`config.mk`:
```
export PLATFORM = sky130hd
export DESIGN_NAME = mem_arbiter
export DESIGN_NICKNAME = d
export VERILOG_FILES = /design/src/rtl/mem_pkg.sv /design/src/rtl/rr_pick2.sv /design/src/rtl/mem_arbiter.sv
export SDC_FILE = /design/constraint.sdc
export NUM_CORES = 1
export LEC_CHECK = 0
export ABC_CLOCK_PERIOD_IN_PS = 2000
export CAP_MARGIN = 10
export CELL_PAD_IN_SITES_DETAIL_PLACEMENT = 1
export CELL_PAD_IN_SITES_GLOBAL_PLACEMENT = 1
export CORE_UTILIZATION = 28
export CTS_CLUSTER_DIAMETER = 200
export CTS_CLUSTER_SIZE = 12
export DETAILED_ROUTE_END_ITERATION = 10
export GPL_TIMING_DRIVEN = 0
export PLACE_DENSITY = 0.78
export REMOVE_ABC_BUFFERS = 1
export SYNTH_ARGS = -nofsm -noshare
export SYNTH_HDL_FRONTEND = slang
export SYNTH_SLANG_ARGS = --single-unit
```
`constraint.sdc`:
```
create_clock -name clk -period 2 [get_ports clk]
set_clock_uncertainty 0.2 [all_clocks]
set_input_delay 0.2 -clock clk [delete_from_list [all_inputs] [get_ports clk]]
set_output_delay 0.2 -clock clk [all_outputs]
set_load 0.005 [all_outputs]
```
`src/rtl/mem_pkg.sv`:
```
// Shared memory-side definitions: RAM command codes and arbiter states.
// Used by the arbiter and the CPU controller FSM.
package mem_pkg;

    localparam logic [1:0] MNONE  = 2'b00;
    localparam logic [1:0] MREAD  = 2'b01;
    localparam logic [1:0] MWRITE = 2'b10;

    typedef enum logic [1:0] {
        ARB_IDLE     = 2'b00,
        ARB_ACCESS   = 2'b01,
        ARB_COMPLETE = 2'b10
    } arb_state_t;

endpackage

```
`src/rtl/rr_pick2.sv`:
```
// Two-way round-robin pick: on a tie the requester not served last wins.
module rr_pick2 (
    input  logic req0,
    input  logic req1,
    input  logic last,
    output logic grant_valid,
    output logic grant_id
);

    assign grant_valid = req0 | req1;
    assign grant_id    = (req0 & req1) ? ~last : req1;

endmodule

```
`src/rtl/mem_arbiter.sv`:
```
// Shares the single synchronous RAM port between the CPU (0) and loader (1).
// Each grant issues exactly one RAM command and ends with a one-cycle done.
module mem_arbiter
    import mem_pkg::*;
#(
    parameter int AW = 9,
    parameter int DW = 16
) (
    input  logic          clk,
    input  logic          reset,
    input  logic          req0,
    input  logic          req1,
    input  logic          we0,
    input  logic          we1,
    input  logic [AW-1:0] addr0,
    input  logic [AW-1:0] addr1,
    input  logic [DW-1:0] wdata0,
    input  logic [DW-1:0] wdata1,
    output logic          done0,
    output logic          done1,
    output logic [DW-1:0] rdata,
    output logic          busy,
    output logic [1:0]    mem_cmd,
    output logic [AW-1:0] mem_addr,
    output logic [DW-1:0] mem_din,
    input  logic [DW-1:0] mem_dout
);

    arb_state_t    state_q;
    logic          last_q;
    logic          gnt_q;
    logic          we_q;
    logic [AW-1:0] addr_q;
    logic [DW-1:0] wdata_q;
    logic [DW-1:0] rdata_q;
    logic [1:0]    cmd_q;
    logic [1:0]    done_q;

    logic          pick_valid;
    logic          pick_id;
    logic          sel_we;
    logic [AW-1:0] sel_addr;
    logic [DW-1:0] sel_wdata;

    rr_pick2 u_pick (
        .req0        (req0),
        .req1        (req1),
        .last        (last_q),
        .grant_valid (pick_valid),
        .grant_id    (pick_id)
    );

    assign sel_we    = pick_id ? we1    : we0;
    assign sel_addr  = pick_id ? addr1  : addr0;
    assign sel_wdata = pick_id ? wdata1 : wdata0;

    always_ff @(posedge clk) begin
        if (reset) begin
            state_q <= ARB_IDLE;
            last_q  <= 1'b1;
            gnt_q   <= 1'b0;
            we_q    <= 1'b0;
            addr_q  <= '0;
            wdata_q <= '0;
            rdata_q <= '0;
            cmd_q   <= MNONE;
            done_q  <= 2'b00;
        end else begin
            unique case (state_q)
                ARB_IDLE: begin
                    if (pick_valid) begin
                        gnt_q   <= pick_id;
                        last_q  <= pick_id;
                        we_q    <= sel_we;
                        addr_q  <= sel_addr;
                        wdata_q <= sel_wdata;
                        cmd_q   <= sel_we ? MWRITE : MREAD;
                        state_q <= ARB_ACCESS;
                    end
                end
                ARB_ACCESS: begin
                    cmd_q   <= MNONE;
                    done_q  <= gnt_q ? 2'b10 : 2'b01;
                    state_q <= ARB_COMPLETE;
                end
                ARB_COMPLETE: begin
                    done_q  <= 2'b00;
                    // keep the last read value visible once done drops
                    if (!we_q) begin
                        rdata_q <= mem_dout;
                    end
                    state_q <= ARB_IDLE;
                end
                default: begin
                    state_q <= ARB_IDLE;
                end
            endcase
        end
    end

    assign done0    = done_q[0];
    assign done1    = done_q[1];
    assign busy     = (state_q != ARB_IDLE);
    assign mem_cmd  = cmd_q;
    assign mem_addr = addr_q;
    assign mem_din  = wdata_q;
    assign rdata    = ((done_q != 2'b00) && !we_q) ? mem_dout : rdata_q;

endmodule
```
* Word-level counts from Yosys, hierarchy flattened
Index checks and enable logic that the tools add are counted.
** Word-level totals
- Bits of input ports :: 72
- Output and inout port bits :: 46
- Bits in registers :: 50
- Logic and storage cells :: 38
** Cells by class
- Mux-type cells :: 12
- Reduce and logical (&&, ||, !) cells :: 10
- Bitwise gates (word level) :: 4
- Eq/ne operators :: 3
** Operator list (number)
- $mux 16 :: 2
- $pmux 2 s2 :: 3
- $mux 9 :: 1
- $mux 2 :: 4
- $reduce_bool 2->1 :: 4
- $reduce_and 2->1 :: 3
- $eq 2x1->1 const B :: 1
- $eq 2x2->1 const B :: 1
- $logic_not 2->1 :: 1
- $mux 1 :: 2
- $ne 2x2->1 const B :: 1
- $not 1->1 :: 2
- $and 1x1->1 :: 1
- $logic_and 1x1->1 :: 1
- $logic_not 1->1 :: 1
- $or 1x1->1 :: 1

* Depth between registers and ports, before layout
- Depth after elaboration :: 6
- Mapped depth :: 7
- Mapped depth without buffers :: 5

* By module
From an unflattened synthesis, not the netlist that was laid out.
** Unflattened totals
- Cells, all modules :: 253
- Area total of the unflattened synthesis :: 2275.9 µm²
** Modules (own cells, without submodules)
- mem_arbiter :: instances 1, cells an instance 251, sequential area each 1001.0 µm², area an instance 2262.2 µm²
- rr_pick2 :: instances 1, cells an instance 2, sequential area each 0.0 µm², area an instance 13.8 µm²

* Worst setup path after synthesis
Ideal clock, no wire load.
- Path type :: reg2out
- Start point :: reg done_q[1]
- End point :: out rdata[10]
- Arrival :: 1.170 ns
- Setup slack :: 0.430 ns
- Data required time :: 1.600 ns
- Cell stages (with the launch flop) :: 4
- Path buffers :: 1
- Cell sequence :: dfxtp_1 o21bai_2 buf_4 mux2_1
** Between the ends
- Longest elaborated chain between the ends :: 3
** Ends and longest elaborated chain
- start, declared :: line mem_arbiter.sv:37 : logic [1:0] done_q;
- start signal, assigned :: line mem_arbiter.sv:83 : done_q <= gnt_q ? 2'b10 : 2'b01;
- $reduce_bool 2->1 :: line mem_arbiter.sv:107 : assign rdata = ((done_q != 2'b00) && !we_q) ? mem_dout : rdata_q;
- $logic_and 1x1->1 :: line mem_arbiter.sv:107
- $mux 16 :: line mem_arbiter.sv:107
- end, declared :: line mem_arbiter.sv:21 : output logic [DW-1:0] rdata,
No other way between the ends.

* Worst setup path in the final report
- Start point :: reg we_q
- End point :: out rdata[9]
** Between the ends
- Longest elaborated chain between the ends :: 3
** Ends and longest elaborated chain
- start, declared :: line mem_arbiter.sv:32 : logic we_q;
- start signal, assigned :: line mem_arbiter.sv:74 : we_q <= sel_we;
- $logic_not 1->1 :: line mem_arbiter.sv:107
- $logic_and 1x1->1 :: line mem_arbiter.sv:107
- $mux 16 :: line mem_arbiter.sv:107
No other way between the ends.

==> results.cfg <==
[synthesis]
muxShareOfSynthArea = 0.213
synth_compound_area_frac = 0.187
yosys.area.top_type = dfxtp_1
ys_seq_area_frac = 0.438
synth_top_area_frac = 0.438
yosysUniqueCellTypes = 29
avgSynthCellArea_um2 = 9.32
syn_area_um2 = 2280
yosysWarnings = 0
yosysMostFrequentCell = dfxtp_1
synth_xor_area_frac = 0
ys_seq_elements = 50
synth_flop_cell = dfxtp_1
synth_fa_ha_area_frac = 0.0219
synth_top_family_by_area = multiplexers
synthTopCellsByCount = 50 x dfxtp_1, 44 x a21oi_1, 32 x nand2_1
synth-async-reset-ratio = 0
synthSimpleGateAreaFrac = 0.0827
synth.area.top_cells = dfxtp_1 44%, mux2i_1 13%, a21oi_1 9.6%, mux2_1 7.9%, nand2_1 5.3%
synth_edf_count = 0
syn_inst = 245

[sta]
setup_violations = 0
post-route-period-util = 0.987
hold_ws_ns = 0.259
fin_setup_tns_ns = 0
slew_viol_final = 0
max_freq_ghz = 0.506
worst_pin_slew_ns = 0.880
finalCriticalPeriod_ns = 1.97
rsz0062_at_grt = true
hold_violations = 0
slew_headroom = 0.413

[hold_path]
min_path_type = reg -> reg
worstHoldEndpoint = rdata_q[0]$_SDFFE_PP0P_
min_from = rdata_q[0]$_SDFFE_PP0P_
hold_depth = 2

[setup_path]
worst_setup_path_end_kind = output port
crit_chain = o21bai_4 > buf_12 > mux2_1 > dlygate4sd2_1
crit_type = reg -> out
timing.rr.start = state_q[0]$_SDFFE_PP0P_
slowest_stage = dfxtp_2
r2r-end = rdata_q[7]$_SDFFE_PP0P_
crit_arrival_ns = 1.57
crit_family = buffers and inverters
cpPeakStageDelay_ns = 0.37
critPathBufInv = 2
cp-start-kind = flip-flop
required_ns = 1.60
r2r_cells = 5
cp_max_fo = 16
reg2reg_setup_slack_ns = 0.20

[detailed_routing]
routed_via_density = 4.78
drt-pass1-iter-count = 4
drc = 0
wl_mm = 6.65
ant_nets = 0
drt_iter0_drc = 27
drt-wirelength-per-cell_um = 14.5
num_vias = 2189

[layout]
syn_to_final_growth_pct = 60.2
antenna_cells = 0
nets = 432
finalNonFillerCells = 458
drive_gt1_frac = 0.0758

[cts]
clock_latency_ns = 0.30
ctsHoldBuffers = 0
cts_root_buffer = clkbuf_8
cts_buffer_depth = 2
cts_buffers = 5
h-tree-depth = 2
cts_tree = built
cts.sinks = 50
clkTransAtPathRegs_ns = 0.09

[power]
p_leak_uw = 0.00143
p_per_area_nw_per_um2 = 720
ir_worst_vdd_v = 0.000332

[global_route]
grt_max_degree = 53
grt_first_pass_wirelength_mm = 10.5
grt_pass1_vias = 2273
grt_usage = 0.154
overflow = 0
antenna_found_initial = 0

[floorplan]
row_count = 32
core-area_um2 = 7810
start_util = 0.292
die_h_um = 92.3
dieArea_um2 = 8520
io_pins = 118
fp.dieW_um = 92.3

[run]
drv_cap = 0

[status]
outcome = finished, final reports clean

[place]
routabilityCongestion = 0.683
placed_cells = 447
portBuffers = 117
post-dp-hpwl_mm = 4.82
final cells by class:
class | count | area [um2]
clock buffers | 6 | 72.6
clock inverters | 1 | 7.51
fillers | 893 | 4150
inverters | 4 | 15.0
multi-input cells | 173 | 1190
flip-flops and latches | 50 | 1010
well taps | 102 | 128
repair buffers | 122 | 1240
power breakdown:
| group | internal, uW | switching [uW] |
|---|---|---|
| combinational | 530 | 358 |
| clock | 241 | 330 |
| sequential | 1110 | 66.1 |
| total | 1880 | 754 |
worst register-to-register path, stage by stage (launching register included):
cell and delay, ns:
dfxtp_2 0.34, inv_1 0.10, ha_1 0.21, nor2b_2 0.58, nand2_1 0.14, a21oi_1 0.16
state kept, by name, indices dropped and copies added (netlist names):
register  cells
we_q          1
done_q        2
mem_addr      9
mem_din      16
state_q       2
gnt_q         1
mem_cmd       2
last_q        1
rdata_q      16
through the flow:
| stage | worst slack (ns) | area, um2 | power [uW] | utilization |
|---|---|---|---|---|
| 3_5_place_dp | -0.430 | 3500 | 2070 | 0.448 |
| 6_report | 0.0251 | 3660 | 2640 | 0.469 |
| 3_3_place_gp | -1.17 | 3470 | 2030 | 0.444 |
| 4_1_cts | -0.00601 | 3600 | 2650 | 0.461 |
| 5_1_grt | -0.0427 | 3660 | 2800 | 0.469 |
| 2_1_floorplan | -0.333 | 2170 | 1530 | - |
per-layer routing:
metal / GRT usage / up-vias / part of all wire
met5: 0 / - / 0
met4: 0.0352 / 0 / 0.0086
met3: 0.0805 / 5 / 0.12
met2: 0.257 / 93 / 0.46
met1: 0.172 / 1015 / 0.41
li1: - / 1076 / -
layout by cell type, fill, tap and decap left out, types with 3 or more instances in the layout:
cell and n:
a21oi_1 44, clkbuf_8 5, clkdlybuf4s15_1 4, clkdlybuf4s50_1 100
dfxtp_1 46, dfxtp_2 4, dlygate4sd2_1 13, ha_1 3
inv_1 3, mux2_1 12, mux2_4 5, mux2i_1 29
nand2_1 32, nor2_1 5, o21ai_0 23, o21ai_1 5
cells by family (layout without fill, tap and decap cells):
logic type | count (synthesis) | count (layout)
buf+inv | 22 | 133
fa+ha+maj | 4 | 4
simple gates | 44 | 44
flops | 50 | 50
compound gates | 79 | 79
mux | 46 | 46
worst max path at each step:
stage | end | cells past startpoint | startpoint
final | rdata[9] | 4 | we_q$_SDFFE_PP0P_
after global routing | rdata[12] | 4 | we_q$_SDFFE_PP0P_
after CTS | rdata[6] | 4 | we_q$_SDFFE_PP0P_
after detailed placement | mem_cmd[0]$_SDFFE_PP0P_ | 3 | reset
after global placement | mem_cmd[0]$_SDFFE_PP0P_ | 4 | req1
after floorplan | mem_cmd[1]$_SDFFE_PP0P_ | 3 | last_q$_SDFFE_PP1P_
what timing repair did:
action	CTS	global route
resized for setup	23	10
setup endpoints to repair	61	33
pin swaps	1	0
setup buffers	1	3
Power figures use the tool's default switching activity.
